[config.mk]
export PLATFORM = sky130hd
export DESIGN_NAME = pfgen_stride
export DESIGN_NICKNAME = d
export VERILOG_FILES = /design/src/rtl/pfgen_stride.sv
export SDC_FILE = /design/constraint.sdc
export NUM_CORES = 2
export LEC_CHECK = 0
export ABC_AREA = 1
export BUFFER_PORTS_ARGS = -buffer_cell sky130_fd_sc_hd__buf_2
export CAP_MARGIN = 20
export CORE_MARGIN = 1
export CORE_UTILIZATION = 59
export CTS_CLUSTER_DIAMETER = 30
export CTS_CLUSTER_SIZE = 14
export DETAILED_ROUTE_END_ITERATION = 7
export PLACE_DENSITY = 0.77
export SLEW_MARGIN = 20
export SYNTH_ARGS = -nofsm -noshare
export SYNTH_HDL_FRONTEND = slang
export SYNTH_SLANG_ARGS = --single-unit
[constraint.sdc]
create_clock -name clk -period 72 [get_ports clk]
set_clock_uncertainty 0.1 [all_clocks]
set_input_delay 10.8 -clock clk [delete_from_list [all_inputs] [get_ports clk]]
set_output_delay 10.8 -clock clk [all_outputs]
set_load 0.05 [all_outputs]
[src/rtl/pfgen_stride.sv]
// pfgen_stride: PC-indexed stride prefetch generator.
//
// Watches demand loads, trains a direct-mapped stride table and emits one
// prefetch op {delta, weight, laddr, sptbr} toward the prefetch engine. The op
// sits in a single output register until the engine takes it (valid=1, retry=0).
//
// Ports:
//   clk, reset            clock, asynchronous active-high reset
//   ld_valid/pc/laddr/sptbr  observed demand load (always accepted)
//   flush                 invalidate every table entry (wins over ld_valid)
//   pfgtopfe_op_valid     prefetch op valid
//   pfgtopfe_op_retry     engine busy; hold the current op
//   pfgtopfe_op_d/w/laddr/sptbr  op fields: stride, confidence, target, page base
//
// Optional build macro PFGEN_STATS_EN adds pfgen_issue_cnt (transfers) and
// pfgen_drop_cnt (issues lost to backpressure), both 16-bit saturating.
module pfgen_stride #(
    parameter int ENTRIES    = 16,
    parameter int TAG_W      = 8,
    parameter int PC_W       = 32,
    parameter int LADDR_W    = 39,
    parameter int SPTBR_W    = 38,
    parameter int DELTA_W    = 8,
    parameter int WEIGHT_W   = 4,
    parameter int LINE_SHIFT = 6
) (
    input  logic                clk,
    input  logic                reset,
    input  logic                ld_valid,
    input  logic [PC_W-1:0]     ld_pc,
    input  logic [LADDR_W-1:0]  ld_laddr,
    input  logic [SPTBR_W-1:0]  ld_sptbr,
    input  logic                flush,
    output logic                pfgtopfe_op_valid,
    input  logic                pfgtopfe_op_retry,
    output logic [DELTA_W-1:0]  pfgtopfe_op_d,
    output logic [WEIGHT_W-1:0] pfgtopfe_op_w,
    output logic [LADDR_W-1:0]  pfgtopfe_op_laddr,
    output logic [SPTBR_W-1:0]  pfgtopfe_op_sptbr
`ifdef PFGEN_STATS_EN
    ,
    output logic [15:0]         pfgen_issue_cnt,
    output logic [15:0]         pfgen_drop_cnt
`endif
);

    localparam int IDX_W  = $clog2(ENTRIES);
    localparam int LINE_W = LADDR_W - LINE_SHIFT;
    localparam logic [DELTA_W-1:0] DELTA_MIN = {1'b1, {(DELTA_W-1){1'b0}}};

    // Stride table state
    logic [ENTRIES-1:0] tbl_valid_q, tbl_valid_d;
    logic [TAG_W-1:0]   tbl_tag_q    [ENTRIES];
    logic [TAG_W-1:0]   tbl_tag_d    [ENTRIES];
    logic [LINE_W-1:0]  tbl_line_q   [ENTRIES];
    logic [LINE_W-1:0]  tbl_line_d   [ENTRIES];
    logic [DELTA_W-1:0] tbl_stride_q [ENTRIES];
    logic [DELTA_W-1:0] tbl_stride_d [ENTRIES];
    logic [1:0]         tbl_conf_q   [ENTRIES];
    logic [1:0]         tbl_conf_d   [ENTRIES];

    // Output op register
    logic                op_valid_q, op_valid_d;
    logic [DELTA_W-1:0]  op_d_q, op_d_d;
    logic [WEIGHT_W-1:0] op_w_q, op_w_d;
    logic [LADDR_W-1:0]  op_laddr_q, op_laddr_d;
    logic [SPTBR_W-1:0]  op_sptbr_q, op_sptbr_d;

    // Lookup / training datapath
    logic [IDX_W-1:0]   idx_s;
    logic [TAG_W-1:0]   tag_s;
    logic [LINE_W-1:0]  line_s;
    logic               hit_s;
    logic [LINE_W-1:0]  delta_s;
    logic [DELTA_W-1:0] delta_tr_s;
    logic               in_range_s;
    logic               match_s;
    logic [DELTA_W-1:0] stride_new_s;
    logic [1:0]         conf_new_s;
    logic               issue_s;
    logic [LINE_W-1:0]  tgt_line_s;
    logic               load_s;
    logic               drop_s;
    logic               xfer_s;
    logic               pc_unused_s;

    assign idx_s  = ld_pc[IDX_W+1:2];
    assign tag_s  = ld_pc[IDX_W+2+TAG_W-1:IDX_W+2];
    assign line_s = ld_laddr[LADDR_W-1:LINE_SHIFT];
    assign pc_unused_s = ^{ld_pc[PC_W-1:IDX_W+2+TAG_W], ld_pc[1:0], ld_laddr[LINE_SHIFT-1:0]};

    // Hit detection, stride/confidence training and issue decision
    always_comb begin
        hit_s      = tbl_valid_q[idx_s] && (tbl_tag_q[idx_s] == tag_s);
        delta_s    = line_s - tbl_line_q[idx_s];
        delta_tr_s = delta_s[DELTA_W-1:0];
        // The full-width delta fits if it equals the sign extension of its low
        // bits; the most negative code is excluded to keep the range symmetric.
        in_range_s = (delta_s == {{(LINE_W-DELTA_W){delta_tr_s[DELTA_W-1]}}, delta_tr_s})
                     && (delta_tr_s != DELTA_MIN);
        match_s    = in_range_s && (delta_tr_s != {DELTA_W{1'b0}})
                     && (delta_tr_s == tbl_stride_q[idx_s]);
        if (match_s) begin
            stride_new_s = tbl_stride_q[idx_s];
            conf_new_s   = (tbl_conf_q[idx_s] == 2'd3) ? 2'd3 : (tbl_conf_q[idx_s] + 2'd1);
        end else begin
            stride_new_s = (in_range_s && (delta_tr_s != {DELTA_W{1'b0}})) ? delta_tr_s
                                                                           : {DELTA_W{1'b0}};
            conf_new_s   = 2'd0;
        end
        issue_s    = ld_valid && !flush && hit_s && (conf_new_s >= 2'd2)
                     && (stride_new_s != {DELTA_W{1'b0}});
        tgt_line_s = line_s + {{(LINE_W-DELTA_W){stride_new_s[DELTA_W-1]}}, stride_new_s};
    end

    // Next table contents: flush clears everything, otherwise a load writes its entry
    always_comb begin
        tbl_valid_d  = tbl_valid_q;
        tbl_tag_d    = tbl_tag_q;
        tbl_line_d   = tbl_line_q;
        tbl_stride_d = tbl_stride_q;
        tbl_conf_d   = tbl_conf_q;
        if (flush) begin
            tbl_valid_d = {ENTRIES{1'b0}};
        end else if (ld_valid) begin
            tbl_valid_d[idx_s] = 1'b1;
            tbl_tag_d[idx_s]   = tag_s;
            tbl_line_d[idx_s]  = line_s;
            if (hit_s) begin
                tbl_stride_d[idx_s] = stride_new_s;
                tbl_conf_d[idx_s]   = conf_new_s;
            end else begin
                tbl_stride_d[idx_s] = {DELTA_W{1'b0}};
                tbl_conf_d[idx_s]   = 2'd0;
            end
        end else begin
            tbl_valid_d = tbl_valid_q;
        end
    end

    // Output register: reload when empty or draining this cycle, else hold
    always_comb begin
        load_s     = !op_valid_q || !pfgtopfe_op_retry;
        xfer_s     = op_valid_q && !pfgtopfe_op_retry;
        drop_s     = issue_s && !load_s;
        op_valid_d = op_valid_q;
        op_d_d     = op_d_q;
        op_w_d     = op_w_q;
        op_laddr_d = op_laddr_q;
        op_sptbr_d = op_sptbr_q;
        if (load_s) begin
            op_valid_d = issue_s;
            if (issue_s) begin
                op_d_d     = stride_new_s;
                op_w_d     = {{(WEIGHT_W-2){1'b0}}, conf_new_s};
                op_laddr_d = {tgt_line_s, {LINE_SHIFT{1'b0}}};
                op_sptbr_d = ld_sptbr;
            end else begin
                op_d_d = op_d_q;
            end
        end else begin
            op_valid_d = op_valid_q;
        end
    end

    // State registers
    always_ff @(posedge clk or posedge reset) begin
        if (reset) begin
            tbl_valid_q <= {ENTRIES{1'b0}};
            for (int i = 0; i < ENTRIES; i++) begin
                tbl_tag_q[i]    <= {TAG_W{1'b0}};
                tbl_line_q[i]   <= {LINE_W{1'b0}};
                tbl_stride_q[i] <= {DELTA_W{1'b0}};
                tbl_conf_q[i]   <= 2'd0;
            end
            op_valid_q <= 1'b0;
            op_d_q     <= {DELTA_W{1'b0}};
            op_w_q     <= {WEIGHT_W{1'b0}};
            op_laddr_q <= {LADDR_W{1'b0}};
            op_sptbr_q <= {SPTBR_W{1'b0}};
        end else begin
            tbl_valid_q  <= tbl_valid_d;
            tbl_tag_q    <= tbl_tag_d;
            tbl_line_q   <= tbl_line_d;
            tbl_stride_q <= tbl_stride_d;
            tbl_conf_q   <= tbl_conf_d;
            op_valid_q   <= op_valid_d;
            op_d_q       <= op_d_d;
            op_w_q       <= op_w_d;
            op_laddr_q   <= op_laddr_d;
            op_sptbr_q   <= op_sptbr_d;
        end
    end

    assign pfgtopfe_op_valid = op_valid_q;
    assign pfgtopfe_op_d     = op_d_q;
    assign pfgtopfe_op_w     = op_w_q;
    assign pfgtopfe_op_laddr = op_laddr_q;
    assign pfgtopfe_op_sptbr = op_sptbr_q;

`ifdef PFGEN_STATS_EN
    logic [15:0] issue_cnt_q, issue_cnt_d;
    logic [15:0] drop_cnt_q, drop_cnt_d;

    // Saturating transfer and drop counters
    always_comb begin
        issue_cnt_d = issue_cnt_q;
        drop_cnt_d  = drop_cnt_q;
        if (xfer_s && (issue_cnt_q != 16'hFFFF)) begin
            issue_cnt_d = issue_cnt_q + 16'd1;
        end else begin
            issue_cnt_d = issue_cnt_q;
        end
        if (drop_s && (drop_cnt_q != 16'hFFFF)) begin
            drop_cnt_d = drop_cnt_q + 16'd1;
        end else begin
            drop_cnt_d = drop_cnt_q;
        end
    end

    // Counter registers
    always_ff @(posedge clk or posedge reset) begin
        if (reset) begin
            issue_cnt_q <= 16'd0;
            drop_cnt_q  <= 16'd0;
        end else begin
            issue_cnt_q <= issue_cnt_d;
            drop_cnt_q  <= drop_cnt_d;
        end
    end

    assign pfgen_issue_cnt = issue_cnt_q;
    assign pfgen_drop_cnt  = drop_cnt_q;
`else
    logic stats_unused_s;
    assign stats_unused_s = xfer_s ^ drop_s;
`endif

endmodule

# Yosys cells after proc, flatten, opt, wreduce, memory -nomap -nowiden
# Cells that the tools add are included.
dict set report op_classes {
  addsub 3
  magnitude_cmp 5
  eq_ne 5
  muxes 34
  n_bitwise 7
  reduce_logical 19
}
# op count
set op_table {}
lappend op_table {{528-bit bitwise mux} 1}
lappend op_table {{128-bit bitwise mux} 2}
lappend op_table {{33-bit binary-select mux with 4-bit select} 1}
lappend op_table {{33-bit demux with 4-bit select} 1}
lappend op_table {{128-bit bitwise AND} 1}
lappend op_table {{128-bit two-way mux} 1}
lappend op_table {{128-bit inverter} 1}
lappend op_table {{33-bit two-way mux} 3}
lappend op_table {{8-bit binary-select mux with 4-bit select} 2}
lappend op_table {{8-bit two-way mux} 7}
lappend op_table {{33-bit adder} 1}
lappend op_table {{33-bit subtractor} 1}
lappend op_table {{32-bit bitwise AND} 1}
lappend op_table {{32-bit bitwise mux} 1}
lappend op_table {{8-bit demux with 4-bit select} 1}
lappend op_table {{16-bit two-way mux} 2}
lappend op_table {{32-bit two-way mux} 1}
lappend op_table {{32-bit inverter} 1}
lappend op_table {{25-bit == test} 1}
lappend op_table {{8-bit == test} 2}
lappend op_table {{16-bit bitwise OR} 1}
lappend op_table {{8-bit nonzero test} 2}
lappend op_table {{1-bit logical AND} 10}
lappend op_table {{2-bit two-way mux} 5}
lappend op_table {{19 further kinds} 23}
dict set report word_totals {
  ff_bits 914
  inputBits 114
  output_inout_bits 90
  wordCells 143
}

# Depth between registers and ports, before layout
dict set report logic_depth {
  ltp_word 14
  ltp_mapped 49
}

# Worst setup path before layout
# OpenSTA, ideal clock, no wires.
dict set report synth_timing {
  path_type {input to register}
  start {input ld_pc[3]}
  end {register op_laddr_q[27] (netlist: pfgtopfe_op_laddr[27])}
  setup_ps 113
  arrival_ps 17120
  path_slack_ps 54667
  cell_stages 41
  n_path_buf 4
  cell_sequence {buf_6 > inv_4 > nor2_4 > buf_6 > buf_2 > clkbuf_1 > a22oi_1 > a21oi_1 > or4_1 > ha_1 > fa_1 > inv_1 > nand3_1 > nand2_1 > nand2_1 > nand2_1 > nand2_1 > nand2_1 > [5 not listed] > nor2_1 > nand2_1 > nor2_1 > nand2_1 > nor2_4 > inv_1 > nor2_1 > ha_1 > a21oi_1 > o21a_1 > o221ai_1 > a21oi_1 > o21ai_0 > a21oi_1 > xor2_1 > nand4_1 > nand2_1 > inv_1}
}
dict set report synth_via {
  elab_cells_between_ends 38
  cone_classes {3 x add/sub; 1 x order compare; 5 x eq/ne; 18 x mux; 1 x bitwise; 10 x reduce/logical}
}
# item line_no
set synth_lines {}
lappend synth_lines {{from (decl)} 30} ;# input logic [PC_W-1:0] ld_pc,
lappend synth_lines {{4-bit inverter with 5-bit output (not written as such) *} {95, 102, 104}}
lappend synth_lines {{33-bit binary-select mux with 4-bit select} 95} ;# delta_s = line_s - tbl_line_q[idx_s];
lappend synth_lines {{33-bit two-way mux (not written as such) (2 in a row)} 95}
lappend synth_lines {{33-bit subtractor} 95}
lappend synth_lines {{25-bit == test or 8-bit != test (tied branches)} {99, 100}}
lappend synth_lines {{1-bit logical AND} 100} ;# && (delta_tr_s != DELTA_MIN);
lappend synth_lines {{1-bit logical AND} {101, 107}}
lappend synth_lines {{8-bit two-way mux or 1-bit logical AND (tied branches)} {107, 102}}
lappend synth_lines {{8-bit two-way mux *} 103} ;# if (match_s) begin
lappend synth_lines {{via stride_new_s[7]} 78} ;# logic [DELTA_W-1:0] stride_new_s;
lappend synth_lines {{parallel branches: the longest is 3 deep, another holds 33-bit adder} --}
lappend synth_lines {{to (signal assigned)} 179} ;# op_laddr_q <= {LADDR_W{1'b0}};
lappend synth_lines {{to (signal assigned)} 190} ;# op_laddr_q <= op_laddr_d;
lappend synth_lines {{to (decl)} 66} ;# logic [LADDR_W-1:0] op_laddr_q, op_laddr_d;
# Mark *: on every way through the listed nets, which the timed path passes. The select of a mux whose other input is x is not followed.
# A chain may end at the register's enable or synchronous reset.

# Worst setup path in the final report
dict set report layout_timing {
  start {input ld_pc[3]}
  end {register op_laddr_q[24] (netlist: pfgtopfe_op_laddr[24])}
}
# The elaborated chain is that of the path after synthesis.

==> reports/metrics.cfg <==
[clocking]
cts_tree = done
clock-sinks = 914
clock_tree.root_cell = clkbuf_16
post_cts_buffers = 0
cts_resized = 0
cts_made_buffers = 160
clkTransAtPathRegs_ns = 0.05
htree_num_levels = 4
ctsHoldBuffers = 0
cts.path.max_buffers = 3
clkLatencyLatePin_ns = 0.76

[layout]
synthToLayoutAreaGrowth_pct = 15.7
finish.instance_area_um2 = 51100
fin_nets = 5510
finish.utilization_pct = 69.5
drive_gt1_share_pct = 10.4

[worst_setup_path]
critPathMaxFanout = 59
slowest_delay_ns = 1.02
regToRegStartpoint = tbl_line_q[369]$_DFFE_PP0P_
worstSetupPathType = in2reg
crit_top_cell = nand2_1
start_kind = input port
cp_slowest_cell = nor4_1
crit_path_end_kind = flip-flop
crit_arrival_ns = 20.15
worstRegToRegCells = 35
r2r-end = pfgtopfe_op_laddr[24]$_DFFE_PP0P_
worstPathRequired_ns = 72.54
timing.reg2reg.setup_slack_ns = 64.46

[grt]
grt_max_degree = 191
antenna_found_initial = 4
grt_pass1_wl_um = 207000
grtUsageTotal_pct = 35.2
grt_overflow = 0
grt_pass1_vias = 37400

[drt]
drtPass1Iterations = 6
antenna_left = 0
drc = 0
vias = 39200
drt_wl_total_um = 134000
first_iter_violations = 4598
wl_per_cell_um = 20.9
vias_per_cell = 6.10

[pwr]
ir_drop_uv = 25.1
combPwrFrac_pct = 14.7
p_leak_nw = 25.7
p_total_w = 0.00170
p_sw_w = 0.000489
p_int_w = 0.00121
clock_power_share_pct = 46.9
p_seq_share_pct = 38.3
p_sw_share_pct = 28.8
power.density_nw_per_um2 = 33.2

[timing]
slew_headroom_pct = 3.57
finalCritPeriodShare_pct = 27.2
hold_viol_final = 0
rsz0062_at_grt = no
finalSetupViolations = 0
min_period_ns = 19.61
slew_viol_final = 0
fmax_mhz = 51.0
tightestPinTransition_ns = 1.45
setup-tns-final_ns = 0

[synthesis]
synth_commonest_cells = nand2_1, dfrtp_1, o21ai_0
synth_seq_area_share_pct = 51.8
synth_edf_count = 0
avgSynthCellArea_um2 = 8.33
synth_top_cells_by_area = dfrtp_1, nand2_1, o21ai_0
netlist.area_leader.share_pct = 51.8
synth_most_common_cell = nand2_1
ys.flop_type = dfrtp_1
synthesis.area_um2 = 44200
ys_types = 50
yosys.area.top_type = dfrtp_1
synthCells = 5304
async_flop_share_pct = 100
synth_seq_cells = 914
synth.yosys.warnings = 0

[floorplanning]
start_util_pct = 60.1
die_h_um = 276
dieArea_um2 = 76000
io_pins = 204
fp-row-count = 99
fp.dieW_um = 276
coreArea_um2 = 73600

[worst_hold_path]
min_delay_path_depth = 2
min_from = pfgtopfe_op_sptbr[20]$_DFFE_PP0P_
min_to = pfgtopfe_op_sptbr[20]$_DFFE_PP0P_
hp-class = reg2reg

[placement]
place_congestion = 0.984
hpwl_um = 75500
numPortBuffers = 169
dpl-instance-area_um2 = 45300

[flow_run]
maxCapViolations = 0

[outcome]
status = finished clean

## state kept, by name (all words and copies together), names as in the netlist
register and count:
pfgtopfe_op_laddr 33, tbl_line_q 528, tbl_valid_q 16, pfgtopfe_op_sptbr 38, tbl_stride_q 128, pfgtopfe_op_valid 1
tbl_tag_q 128, pfgtopfe_op_w 2, pfgtopfe_op_d 8, tbl_conf_q 32
## logic make-up (layout without fill, tap and decap cells)
group	count (synthesis)	count (layout)	share of synthesized area, %
flip-flops	914	914	51.8
buffers and inverters	796	946	7.23
AND/OR/NAND/NOR	1980	1980	18.3
multiplexers	69	69	1.56
XOR/XNOR	40	40	0.793
adder cells (fa/ha/maj)	69	69	1.99
other	1	9	0.00849
AO/OA/AOI/OAI	1435	1435	18.4
## critical path, delay by kind of cell
kind / cells / cell delay [ns]
adders and majority gates: 2 / 0.88
and+or+nand+nor: 18 / 3.42
xor gates and xnor gates: 1 / 0.26
buffers and inverters: 11 / 2.51
AOI/OAI and AO/OA: 9 / 2.17
## cells in the final DEF (no fill, tap or decap), drive strengths merged
cell      netlist  routed
nand2        1488    1488
dfrtp         914     914
o21ai         783     783
inv           423     440
a22oi         318     318
a21oi         252     252
buf           109     219
nor2          216     216
clkbuf        256     194
nand3         158     158
mux2i          69      69
ha             67      67
nand4          59      59
o22ai          52      52
clkinv          8      50
nor4           32      32
xor2           28      28
bufinv          0      23
clkinvlp        0      20
nor3           17      17
o21a           13      13
xnor2          12      12
conb            1       8
and2            4       4
o221ai          3       3
nand3b          3       3
o21bai          3       3
a31oi           3       3
and3            2       2
a21o            2       2
a221oi          2       2
o2111ai         2       2
fa              2       2
diode           0       1
or4             1       1
o31ai           1       1
o311ai          1       1
## metrics by stage
| stage | hold slack, ns | setup slack [ns] | std cells |
|---|---|---|---|
| 2_1_floorplan | 0.350 | 35.40 | 5311 |
| 3_3_place_gp | 0.347 | 52.13 | 6120 |
| 3_5_place_dp | 0.345 | 52.09 | 6121 |
| 4_1_cts | 0.365 | 52.88 | 6417 |
| 5_1_grt | 0.384 | 52.26 | 6420 |
| 6_report | 0.363 | 52.39 | 6421 |
## power groups by stage
stage          combinational [W]  clock (W)  sequential [W]
6_report                0.000250   0.000797        0.000651
3_3_place_gp            0.000233          0        0.000650
3_5_place_dp            0.000242          0        0.000654
4_1_cts                 0.000247   0.000800        0.000648
2_1_floorplan           0.000182          0        0.000646
5_1_grt                 0.000282   0.000825        0.000659
## cell type report
type | count | area, µm²
Multi-Input combinational cell | 3601 | 18300
Clock buffer | 194 | 4360
Fill cell | 5604 | 22500
Antenna cell | 1 | 2.50
Tap cell | 959 | 1200
Sequential cell | 914 | 22900
Inverter | 431 | 1640
Clock inverter | 102 | 1430
Timing Repair Buffer | 219 | 1320
## worst max path at each step
| stage | start | to | slack (ns) | cells after the start |
|---|---|---|---|---|
| floorplan | reset | pfgtopfe_op_d[0]$_DFFE_PP0P_ | 35.40 | 1 |
| global placement | ld_pc[3] | pfgtopfe_op_laddr[24]$_DFFE_PP0P_ | 52.13 | 41 |
| CTS | ld_pc[3] | pfgtopfe_op_laddr[24]$_DFFE_PP0P_ | 52.88 | 41 |
| finish | ld_pc[3] | pfgtopfe_op_laddr[24]$_DFFE_PP0P_ | 52.39 | 41 |
| detailed placement | ld_pc[3] | pfgtopfe_op_laddr[24]$_DFFE_PP0P_ | 52.09 | 41 |
| global route | ld_pc[3] | pfgtopfe_op_laddr[27]$_DFFE_PP0P_ | 52.26 | 43 |
## metal layers
metal  global-route usage (%)  wire, µm  up-vias
li1                         -         -    17800
met1                     46.5     53500    19000
met2                     56.5     62500     2049
met3                     7.35     13300      360
met4                     14.4      4700        6
met5                        0        41        -
Note: power is estimated with default switching activity, not from simulation.
